===== config.mk =====
export PLATFORM = sky130hd
export DESIGN_NAME = key_debounce
export DESIGN_NICKNAME = d
export VERILOG_FILES = /design/src/rtl/key_debounce_pkg.sv /design/src/rtl/key_debounce_ch.sv /design/src/rtl/key_debounce.sv
export SDC_FILE = /design/constraint.sdc
export NUM_CORES = 1
export LEC_CHECK = 0
export ABC_AREA = 1
export BUFFER_PORTS_ARGS = -buffer_cell sky130_fd_sc_hd__buf_2
export CORE_MARGIN = 4
export CORE_UTILIZATION = 60
export CTS_BUF_LIST = sky130_fd_sc_hd__clkbuf_4
export CTS_CLUSTER_DIAMETER = 30
export DETAILED_ROUTE_END_ITERATION = 12
export PLACE_DENSITY = 0.89
export SYNTH_ARGS = -nofsm -noshare
export SYNTH_HDL_FRONTEND = slang
export SYNTH_SLANG_ARGS = --single-unit

===== constraint.sdc =====
create_clock -name sys_clk -period 2.5 [get_ports sys_clk]
set_clock_uncertainty 0.05 [all_clocks]
set_input_delay 0.125 -clock sys_clk [delete_from_list [all_inputs] [get_ports sys_clk]]
set_output_delay 0.125 -clock sys_clk [all_outputs]
set_load 0.02 [all_outputs]

===== src/rtl/key_debounce_pkg.sv =====
// Shared definitions for the key debouncer: per-key FSM state encoding and a
// constant-width helper used to size the tick, agreement and hold counters.
package key_debounce_pkg;

  typedef enum logic [1:0] {
    RELEASED    = 2'd0,
    PRESS_CHK   = 2'd1,
    PRESSED     = 2'd2,
    RELEASE_CHK = 2'd3
  } key_fsm_e;

  // Minimum 1 so that a counter sized from this is never zero bits wide.
  function automatic int CLOG2(input int value);
    int w;
    w = 1;
    while ((1 << w) < value) w++;
    return w;
  endfunction

endpackage


===== src/rtl/key_debounce_ch.sv =====
// One debounced key channel: two-flop synchronizer, four-state agreement FSM
// and, when KEY_LONG_PRESS_EN is defined, a saturating hold counter.
module key_debounce_ch
  import key_debounce_pkg::*;
#(
  parameter int STABLE_SAMPLES = 2,
  parameter bit KEY_ACTIVE_LOW = 1'b1,
  parameter int LONG_TICKS     = 50
) (
  input  logic clk_i,
  input  logic rst_ni,
  input  logic tick_i,
  input  logic key_i,
  output logic state_o,
  output logic press_o,
  output logic release_o,
  output logic long_o
);

  localparam int            CW       = CLOG2(STABLE_SAMPLES + 1);
  localparam logic [CW-1:0] CNT_LAST = CW'(STABLE_SAMPLES - 1);
  localparam logic          PIN_IDLE = KEY_ACTIVE_LOW ? 1'b1 : 1'b0;

  logic          sync1_q, sync2_q;
  key_fsm_e      state_q, state_d;
  logic [CW-1:0] cnt_q, cnt_d;
  logic          press_q, press_d;
  logic          release_q, release_d;

  // The second stage holds the normalised level (1 = pressed).
  always_ff @(posedge clk_i) begin
    if (!rst_ni) begin
      sync1_q <= PIN_IDLE;
      sync2_q <= 1'b0;
    end else begin
      sync1_q <= key_i;
      sync2_q <= sync1_q ^ PIN_IDLE;
    end
  end

  always_ff @(posedge clk_i) begin
    if (!rst_ni) begin
      state_q   <= RELEASED;
      cnt_q     <= '0;
      press_q   <= 1'b0;
      release_q <= 1'b0;
    end else begin
      state_q   <= state_d;
      cnt_q     <= cnt_d;
      press_q   <= press_d;
      release_q <= release_d;
    end
  end

  always_comb begin
    state_d   = state_q;
    cnt_d     = cnt_q;
    press_d   = 1'b0;
    release_d = 1'b0;
    if (tick_i) begin
      unique case (state_q)
        RELEASED: begin
          if (sync2_q) begin
            if (STABLE_SAMPLES == 1) begin
              state_d = PRESSED;
              cnt_d   = '0;
              press_d = 1'b1;
            end else begin
              state_d = PRESS_CHK;
              cnt_d   = CW'(1);
            end
          end
        end
        PRESS_CHK: begin
          if (!sync2_q) begin
            state_d = RELEASED;
            cnt_d   = '0;
          end else if (cnt_q == CNT_LAST) begin
            state_d = PRESSED;
            cnt_d   = '0;
            press_d = 1'b1;
          end else begin
            cnt_d = cnt_q + 1'b1;
          end
        end
        PRESSED: begin
          if (!sync2_q) begin
            if (STABLE_SAMPLES == 1) begin
              state_d   = RELEASED;
              cnt_d     = '0;
              release_d = 1'b1;
            end else begin
              state_d = RELEASE_CHK;
              cnt_d   = CW'(1);
            end
          end
        end
        RELEASE_CHK: begin
          if (sync2_q) begin
            state_d = PRESSED;
            cnt_d   = '0;
          end else if (cnt_q == CNT_LAST) begin
            state_d   = RELEASED;
            cnt_d     = '0;
            release_d = 1'b1;
          end else begin
            cnt_d = cnt_q + 1'b1;
          end
        end
        default: begin
          state_d = RELEASED;
          cnt_d   = '0;
        end
      endcase
    end
  end

  always_comb begin
    state_o   = (state_q == PRESSED) || (state_q == RELEASE_CHK);
    press_o   = press_q;
    release_o = release_q;
  end

`ifdef KEY_LONG_PRESS_EN
  localparam int            HW       = CLOG2(LONG_TICKS + 1);
  localparam logic [HW-1:0] HOLD_MAX = HW'(LONG_TICKS);

  logic [HW-1:0] hold_q, hold_d;
  logic          long_q, long_d;

  // Cleared only by a fresh press, so a release bounce cannot re-arm the event.
  always_comb begin
    hold_d = hold_q;
    long_d = 1'b0;
    if (press_d) begin
      hold_d = '0;
    end else if (tick_i && state_o && (hold_q != HOLD_MAX)) begin
      hold_d = hold_q + 1'b1;
      long_d = (hold_q == HOLD_MAX - 1'b1);
    end
  end

  always_ff @(posedge clk_i) begin
    if (!rst_ni) begin
      hold_q <= '0;
      long_q <= 1'b0;
    end else begin
      hold_q <= hold_d;
      long_q <= long_d;
    end
  end

  assign long_o = long_q;
`else
  logic unused_long_ticks;
  assign unused_long_ticks = ^LONG_TICKS;
  assign long_o            = 1'b0;
`endif

endmodule


===== src/rtl/key_debounce.sv =====
// Multi-key debouncer: one shared sample tick feeding KEY_NUM channels.
// Define KEY_LONG_PRESS_EN to enable the long-press event on key_long.
module key_debounce
  import key_debounce_pkg::*;
#(
  parameter int KEY_NUM        = 2,
  parameter int SCAN_CYCLES    = 4_000_000,
  parameter int STABLE_SAMPLES = 2,
  parameter bit KEY_ACTIVE_LOW = 1'b1,
  parameter int LONG_TICKS     = 50
) (
  input  logic               sys_clk,
  input  logic               rst_n,
  input  logic [KEY_NUM-1:0] key_in,
  output logic [KEY_NUM-1:0] key_state,
  output logic [KEY_NUM-1:0] key_press,
  output logic [KEY_NUM-1:0] key_release,
  output logic [KEY_NUM-1:0] key_long
);

  localparam int            TW        = CLOG2(SCAN_CYCLES);
  localparam logic [TW-1:0] TICK_LAST = TW'(SCAN_CYCLES - 1);

  logic [TW-1:0] tick_cnt_q, tick_cnt_d;
  logic          tick;

  always_comb begin
    tick       = (tick_cnt_q == TICK_LAST);
    tick_cnt_d = tick ? '0 : tick_cnt_q + 1'b1;
  end

  always_ff @(posedge sys_clk) begin
    if (!rst_n) begin
      tick_cnt_q <= '0;
    end else begin
      tick_cnt_q <= tick_cnt_d;
    end
  end

  for (genvar k = 0; k < KEY_NUM; k++) begin : g_ch
    key_debounce_ch #(
      .STABLE_SAMPLES (STABLE_SAMPLES),
      .KEY_ACTIVE_LOW (KEY_ACTIVE_LOW),
      .LONG_TICKS     (LONG_TICKS)
    ) u_ch (
      .clk_i     (sys_clk),
      .rst_ni    (rst_n),
      .tick_i    (tick),
      .key_i     (key_in[k]),
      .state_o   (key_state[k]),
      .press_o   (key_press[k]),
      .release_o (key_release[k]),
      .long_o    (key_long[k])
    );
  end

endmodule


==> results of run 1 <==
timing repair:
action / CTS / global route
gates resized for setup: 0 / 0
hold buffers: 2 / 0
setup endpoints to repair: 0 / 0
endpoints found under the hold margin: 2 / 0
cells by family after synthesis:
kind of cell / Yosys count / synth area share
DFF: 38 / 0.392
AOI/OAI and AO/OA: 18 / 0.0464
other: 1 / 0.00193
xor gates and xnor gates: 8 / 0.0361
adders and majority gates: 1 / 0.00645
and+or+nand+nor: 163 / 0.404
buffers and inverters: 46 / 0.113
layer usage:
metal | track usage | wire length (µm)
met5 | 0 | 0
met1 | 0.229 | 1650
met3 | 0.0624 | 223
met4 | 0.0844 | 65
met2 | 0.322 | 1730
how the worst max path moves through the flow:
stage             startpoint        endpoint  slack [ns]
2_1_floorplan  tick_cnt_q[0]   tick_cnt_q[9]        1.00
3_3_place_gp   tick_cnt_q[0]  tick_cnt_q[21]        0.77
3_5_place_dp   tick_cnt_q[0]   tick_cnt_q[7]        0.68
4_1_cts        tick_cnt_q[0]   tick_cnt_q[2]        0.66
5_1_grt        tick_cnt_q[0]   tick_cnt_q[2]        0.47
6_report       tick_cnt_q[0]   tick_cnt_q[2]        0.66
layout by cell type, fill, tap and decap left out, types with 5 or more instances in the layout:
cell type / instances
nand2_1: 55
clkbuf_4: 5
nor2_2: 8
nand3_1: 19
buf_2: 9
nor3_1: 7
inv_1: 29
nor2_1: 44
dfxtp_1: 38
xor2_1: 6
nand4_1: 8
a21oi_1: 14
flip-flops by register name, indices dropped and copies added, names as in the netlist, named ones only:
signal and count:
g_ch.u_ch.press_o 2, tick_cnt_q 22, g_ch.u_ch.sync2_q 2, g_ch.u_ch.cnt_q 4, g_ch.u_ch.sync1_q 2, g_ch.u_ch.state_q 2, g_ch.u_ch.release_o 2
metrics by stage:
| stage | setup slack, ns | util | area (µm²) |
|---|---|---|---|
| floorplan | 1.00 | - | 1940 |
| global placement | 0.775 | 0.633 | 1950 |
| detailed placement | 0.676 | 0.633 | 1950 |
| CTS | 0.662 | 0.673 | 2070 |
| global route | 0.468 | 0.673 | 2070 |
| finish | 0.659 | 0.673 | 2070 |
power by group:
part / internal, W / switching, W / leakage (nW)
Combinational: 0.0000111 / 0.0000215 / 0.410
Sequential: 0.000612 / 0.00000571 / 0.307
Clock: 0.000308 / 0.000211 / 0.0528
Total: 0.000932 / 0.000238 / 0.770
area by class of cell:
cell class                 count  area [µm²]  area share
multi-input combinational    192         965       0.466
clock buffer                   5        37.5      0.0181
tap                           44        55.1      0.0266
sequential                    38         761       0.367
timing repair buffer          11        65.1      0.0314
inverter                      33         124      0.0598
clock inverter                 3        63.8      0.0308
worst register-to-register path: stages, from the launching register on:
cell and delay, ns:
dfxtp_1 0.42, ha_1 0.23, nand2_1 0.06, inv_1 0.14, nand3_2 0.13, nor2_2 0.14
nand3_2 0.12, nand2_2 0.35, nor3_1 0.09
==> reports/results.tsv, run 1 <==
stage	metric	value	unit
run_status	status	complete, no violations	
logic_synthesis	synth_area	1940	µm²
cells_and_area	antennaDiodeCount	0	
clock_tree	cts_tree	yes	
sta	hold_ws	0.0467	ns
setup_path	crit_arrival	2.02	ns
run	drv_cap	0	
routing	wire_per_inst	11.3	µm
power_and_ir_drop	power.total	0.00117	W
power_and_ir_drop	powerDensity	565	nW/µm²
logic_synthesis	yosys.area.top_type	dfxtp_1	
setup_path	path_class	reg2reg	
sta	slew_viol_final	0	
floorplan	io_pins	12	
clock_tree	cts_root_buf	clkbuf_4	
min_path	min_from	rst_n	
clock_tree	clkSinkCount	38	
place	dp.final_hpwl	2720	µm
logic_synthesis	synth_edf_count	0	
global_routing	grt_overflow	0	
logic_synthesis	ys_types	30	
routing	initialDrtViolationCount	162	
floorplan	rows	20	
routing	dr.pass1.iters	4	
setup_path	r2r_start	tick_cnt_q[0]	
min_path	hp-class	in2reg	
global_routing	grtUsageTotal	0.195	
cells_and_area	nNetsFinal	286	
sta	max_freq	543	MHz
setup_path	crit_family	simple AND/OR/NAND/NOR gates	
global_routing	grt_pass1_vias	1622	
logic_synthesis	synthCells	275	
clock_tree	htreeDepth	2	
clock_tree	post_cts_buffers	0	
place	gp_congestion	0.937	
floorplan	die_x	64.9	µm
floorplan	chipHeight	64.9	µm
sta	final_hold_viol_count	0	
logic_synthesis	synthFlopType	dfxtp_1	
sta	post-route-period-util	0.736	
logic_synthesis	syn_area_per_cell	7.06	µm²
floorplan	initial_utilization	0.630	
cells_and_area	stdcell_count	326	
logic_synthesis	ys_seq_elements	38	
setup_path	cp_slowest_stage_delay	0.42	ns
sta	finalSetupTns	0	ns
logic_synthesis	ys_top_cells_by_area	dfxtp_1 39%, nand2_1 11%, nor2_1 8.5%, inv_1 5.6%, nand3_1 4.9%	
cells_and_area	drive_gt1_frac	0.156	
setup_path	required	2.68	ns
logic_synthesis	ys_warn_count	0	
setup_path	reg2reg_slack	0.66	ns
global_routing	grt_start_max_net_pins	23	
setup_path	ff2ff_path_depth	8	
clock_tree	cts_buffer_depth	2	
setup_path	cpMaxStageDelayCell	dfxtp_1	
setup_path	start_kind	flip-flop	
place	io_buffers	9	
routing	drtAntennaViolNets	0	
clock_tree	insertion_delay	0.36	ns
clock_tree	path_clk_slew	0.12	ns
global_routing	grt_pass1_wl	6470	µm
routing	vias	1702	
logic_synthesis	synth.most_common_cell	nand2_1	
floorplan	coreArea	3080	µm²
min_path	hold_depth	3	
sta	rsz0062_at_grt	false	
power_and_ir_drop	ir_worst_vdd	0.000811	V
cells_and_area	syn_to_final_growth	6.71	%
logic_synthesis	ys_seq_area_frac	0.392	
clock_tree	cts_made_buffers	5	
routing	viasPerCell	5.22	
place	dp_cells	316	
logic_synthesis	synthTopCellsByCount	55 x nand2_1, 44 x nor2_1, 38 x dfxtp_1	
setup_path	path_buf_inv	1	
setup_path	r2r_end	tick_cnt_q[2]	
routing	wl	3670	µm
cells_and_area	fill_cells	273	
setup_path	path_max_fanout	22	
setup_path	path_depth	8	
global_routing	antenna_found_initial	0	
setup_path	cpMostUsedCell	nand3_2	
sta	period_minus_slack	1.84	ns
setup_path	crit_chain	ha_1 > nand2_1 > inv_1 > nand3_2 > nor2_2 > nand3_2 > nand2_2 > nor3_1	
logic_synthesis	synth_top_area_share	0.392	
logic_synthesis	async_flop_share	0	
min_path	hold_path_end	g_ch[1].u_ch.cnt_q[0]	
routing	drc_errors	0	
sta	setup_viol	0	
floorplan	die_area	4210	µm²
power_and_ir_drop	cellLeakagePower	0.770	nW
setup_path	setup.worst_path.end_class	flip-flop	
(Power assumes the default switching activity.)
==> inputs of run 2 (changes only) <==
Settings changed: ABC_AREA 1 to 0.
Clock period 2.5 ns to 1.8 ns, I/O delays scaled along.
==> run 2 against run 1 <==
  * The run now ends with negative setup slack left
  * Clock power rose by 14%
  * Worst hold slack improved by 0.0064 ns
  * Die area fell by 13%
  * Sequential power rose by 39%
  * Count of clock-buffer cells in the layout did not move
  * Routed wire length rose by 60%
  * Core utilization rose by 23 points
  * Global-route usage rose by 12 points
  * Setup slack got worse by 1.2 ns
  * Synthesized cell count fell by 31%
  * Design area rose by 12%
  * Sequential share of layout area fell by 3.6 points
  * Largest cell class unchanged
  * Largest power group unchanged
==> reports/results.tsv, run 2 <==
stage	metric	value	unit	change
logic_synthesis	synthCells	191		-31%
run_status	failed_checks	negative setup slack		
logic_synthesis	synthTopCellsByCount	38 x dfxtp_1, 17 x nor2_1, 14 x a21oi_1		
routing	vias	1842		+8.2%
setup_path	path_class	reg2reg		
min_path	min_from	rst_n		
logic_synthesis	synth_edf_count	0		unchanged
sta	tightestPinTransition	0.636	ns	
cells_and_area	layout_commonest_cell	buf_4		
run_status	status	finished with violations		
logic_synthesis	synth.most_common_cell	dfxtp_1		
routing	drc_errors	0		unchanged
cells_and_area	fin_area	2310	µm²	+12%
power_and_ir_drop	powerDensity	668	nW/µm²	+18%
sta	max_freq	434	MHz	-20%
floorplan	initial_utilization	0.646		+0.0157
power_and_ir_drop	comb_power_share	0.060		+0.032
power_and_ir_drop	p_int	0.00119	W	+27%
cells_and_area	largest_reg_flops	22		unchanged
setup_path	path_max_fanout	7		-68%
place	io_buffers	9		unchanged
floorplan	chipHeight	60.6	µm	-6.6%
floorplan	die_area	3670	µm²	-13%
routing	dr.pass1.iters	5		+1
sta	period_minus_slack	2.30	ns	+0.462 ns
routing	drtAntennaViolNets	0		unchanged
logic_synthesis	ys_top_cells_by_area	dfxtp_1 46%, xnor2_1 5.3%, a21oi_1 4.2%, or4_1 4.1%, nor2_1 3.8%		
setup_path	ff2ff_path_depth	6		-2
power_and_ir_drop	swShare	0.232		+0.0285
logic_synthesis	syn_area_per_cell	8.69	µm²	+23%
setup_path	r2r_start	tick_cnt_q[10]		
floorplan	io_pins	12		unchanged
clock_tree	cts_buffer_depth	2		unchanged
power_and_ir_drop	ir_worst_vdd	0.00106	V	+31%
sta	slew_headroom	0.573		
sta	slew_viol_final	0		unchanged
routing	wl	5860	µm	+60%
logic_synthesis	synth_area	1660	µm²	-15%
cells_and_area	final_cell_mix	38 x buf_4, 34 x dfxtp_1, 11 x a21oi_1		
place	dpl_cell_area	1930	µm²	-1.1%
cells_and_area	largest_register	tick_cnt_q		
power_and_ir_drop	seq_power_share	0.557		+0.029
cells_and_area	syn_to_final_growth	39.3	%	
min_path	hold_path_end	g_ch[1].u_ch.cnt_q[0]		
logic_synthesis	ys_warn_count	0		unchanged
global_routing	grt_pass1_wl	8210	µm	+27%
clock_tree	insertion_delay	0.37	ns	about the same
cells_and_area	fin_util	0.900		+0.227
cells_and_area	antennaDiodeCount	0		unchanged
floorplan	rows	18		-10%
global_routing	grt_overflow	0		unchanged
min_path	hp-class	in2reg		
floorplan	coreArea	2570	µm²	-17%
sta	post-route-period-util	1.28		+0.543
sta	layout_setup_ws	-0.502	ns	-1.16 ns
logic_synthesis	ys_seq_elements	38		unchanged
cells_and_area	nNetsFinal	244		-15%
logic_synthesis	yosys.area.top_type	dfxtp_1		
place	gp_congestion	0.833		-11%
cells_and_area	fill_cells	114		-58%
clock_tree	cts_made_buffers	5		unchanged
global_routing	antenna_found_initial	0		unchanged
setup_path	reg2reg_slack	-0.50	ns	-1.16 ns
clock_tree	htreeDepth	2		unchanged
clock_tree	path_clk_slew	0.13	ns	about the same
setup_path	start_kind	flip-flop		
min_path	hold_depth	2		-1
sta	rsz0062_at_grt	true		
routing	viasPerCell	6.82		+31%
run	drv_cap	0		unchanged
sta	setup_viol	32		+32
setup_path	required	2.02	ns	-0.66 ns
power_and_ir_drop	power.switching	0.000358	W	+51%
cells_and_area	top_regs	tick_cnt_q x22, g_ch.u_ch.cnt_q x4		
global_routing	grt_pass1_vias	1696		+4.6%
global_routing	grt_start_max_net_pins	14		-39%
cells_and_area	drive_gt1_frac	0.392		+0.236
routing	initialDrtViolationCount	149		-8.0%
clock_tree	clkSinkCount	38		unchanged
logic_synthesis	synth_top_area_share	0.459		+0.0665
setup_path	setup.worst_path.end_class	flip-flop		
power_and_ir_drop	cellLeakagePower	0.861	nW	+12%
setup_path	crit_arrival	2.52	ns	+0.50 ns
setup_path	r2r_end	tick_cnt_q[21]		
floorplan	die_x	60.6	µm	-6.6%
clock_tree	cts_tree	yes		
place	dp.final_hpwl	2890	µm	+6.2%
global_routing	grtUsageTotal	0.310		+0.115
logic_synthesis	async_flop_share	0		unchanged
power_and_ir_drop	pwr-share-clk	0.383		-0.061
clock_tree	cts_root_buf	clkbuf_4		
sta	final_hold_viol_count	0		unchanged
logic_synthesis	ys_types	33		+10%
logic_synthesis	synthFlopType	dfxtp_1		
logic_synthesis	ys_seq_area_frac	0.459		+0.0665
routing	wire_per_inst	21.7	µm	+93%
-- run 2: cell types whose count changed in the layout (fill, tap and decap cells not counted), moves of 6 or more --
cell and change:
buf_4 +38, inv_1 -23, nand2_1 -45, nand3_1 -11
nor2_1 -34, o21ai_0 +6, or3_1 +9, or4_1 +7
xnor2_1 +8
-- run 2: cells by family after synthesis --
logic type                 share of synthesized area
and+or+nand+nor                                0.270
DFF                                            0.459
AOI/OAI and AO/OA                              0.121
buffers and inverters                         0.0716
xor gates and xnor gates                      0.0633
adders and majority gates                    0.00754
other                                        0.00226
muxes                                        0.00603
-- run 2: per-stage QoR --
stage / total power, W / setup TNS (ns) / setup WS [ns] / instances / hold WS, ns
final: 0.00154 / -12.63 / -0.502 / 270 / 0.0531
after global routing: 0.00159 / -13.73 / -0.556 / 270 / 0.0308
after CTS: 0.00152 / -10.35 / -0.433 / 267 / 0.0245
after detailed placement: 0.000931 / -9.89 / -0.564 / 248 / 0.232
after global placement: 0.000927 / -8.22 / -0.468 / 248 / 0.220
after floorplan: 0.000910 / -6.72 / -0.437 / 192 / 0.141
-- run 2: worst max-delay path by stage --
stage	startpoint	to	slack [ns]	depth (start not counted)
after floorplan	tick_cnt_q[15]	g_ch[0].u_ch.state_q[0]	-0.44	5
after global placement	tick_cnt_q[10]	g_ch[1].u_ch.state_q[0]	-0.47	4
after detailed placement	tick_cnt_q[10]	g_ch[0].u_ch.state_q[0]	-0.56	4
after CTS	tick_cnt_q[10]	g_ch[0].u_ch.state_q[0]	-0.43	4
after global routing	tick_cnt_q[10]	tick_cnt_q[21]	-0.56	6
final	tick_cnt_q[10]	tick_cnt_q[21]	-0.50	6
-- run 2: cell type report --
class,count,area [µm²],area share
Clock buffer,5,37.5,0.0162
Clock inverter,3,40.0,0.0173
Inverter,6,22.5,0.00975
Multi-Input combinational cell,131,920,0.398
Sequential cell,38,766,0.331
Tap cell,30,37.5,0.0162
Timing Repair Buffer,57,488,0.211
-- run 2: layer usage --
layer	part of all wire	up-vias	wire length, µm	global-route usage
met2	0.47	149	2760	0.493
li1	-	775	-	-
met5	0	-	0	0
met3	0.099	54	581	0.0915
met1	0.36	864	2120	0.366
met4	0.068	0	401	0.192
-- run 2: power by group through the flow --
stage	Sequential, W	Combinational [W]	Clock [W]
6_report	0.000860	0.0000923	0.000591
5_1_grt	0.000862	0.0000967	0.000634
4_1_cts	0.000858	0.0000816	0.000584
3_5_place_dp	0.000877	0.0000536	0
3_3_place_gp	0.000877	0.0000504	0
2_1_floorplan	0.000876	0.0000338	0
-- run 2: what timing repair did --
item                                   CTS  global route
buffers inserted                         5             3
pin swaps                                6             6
gates cloned                             2             0
setup endpoints to repair               32            32
resized for setup                       19            17
endpoints found under the hold margin    2             0
hold buffers                             4             0
-- run 2: critical path: stages, from the launching register on --
cell	delay, ns
dfxtp_2	0.35
buf_4	0.10
buf_4	0.11
nand4_1	0.12
or4_1	0.66
or4_1	0.57
a21oi_1	0.26
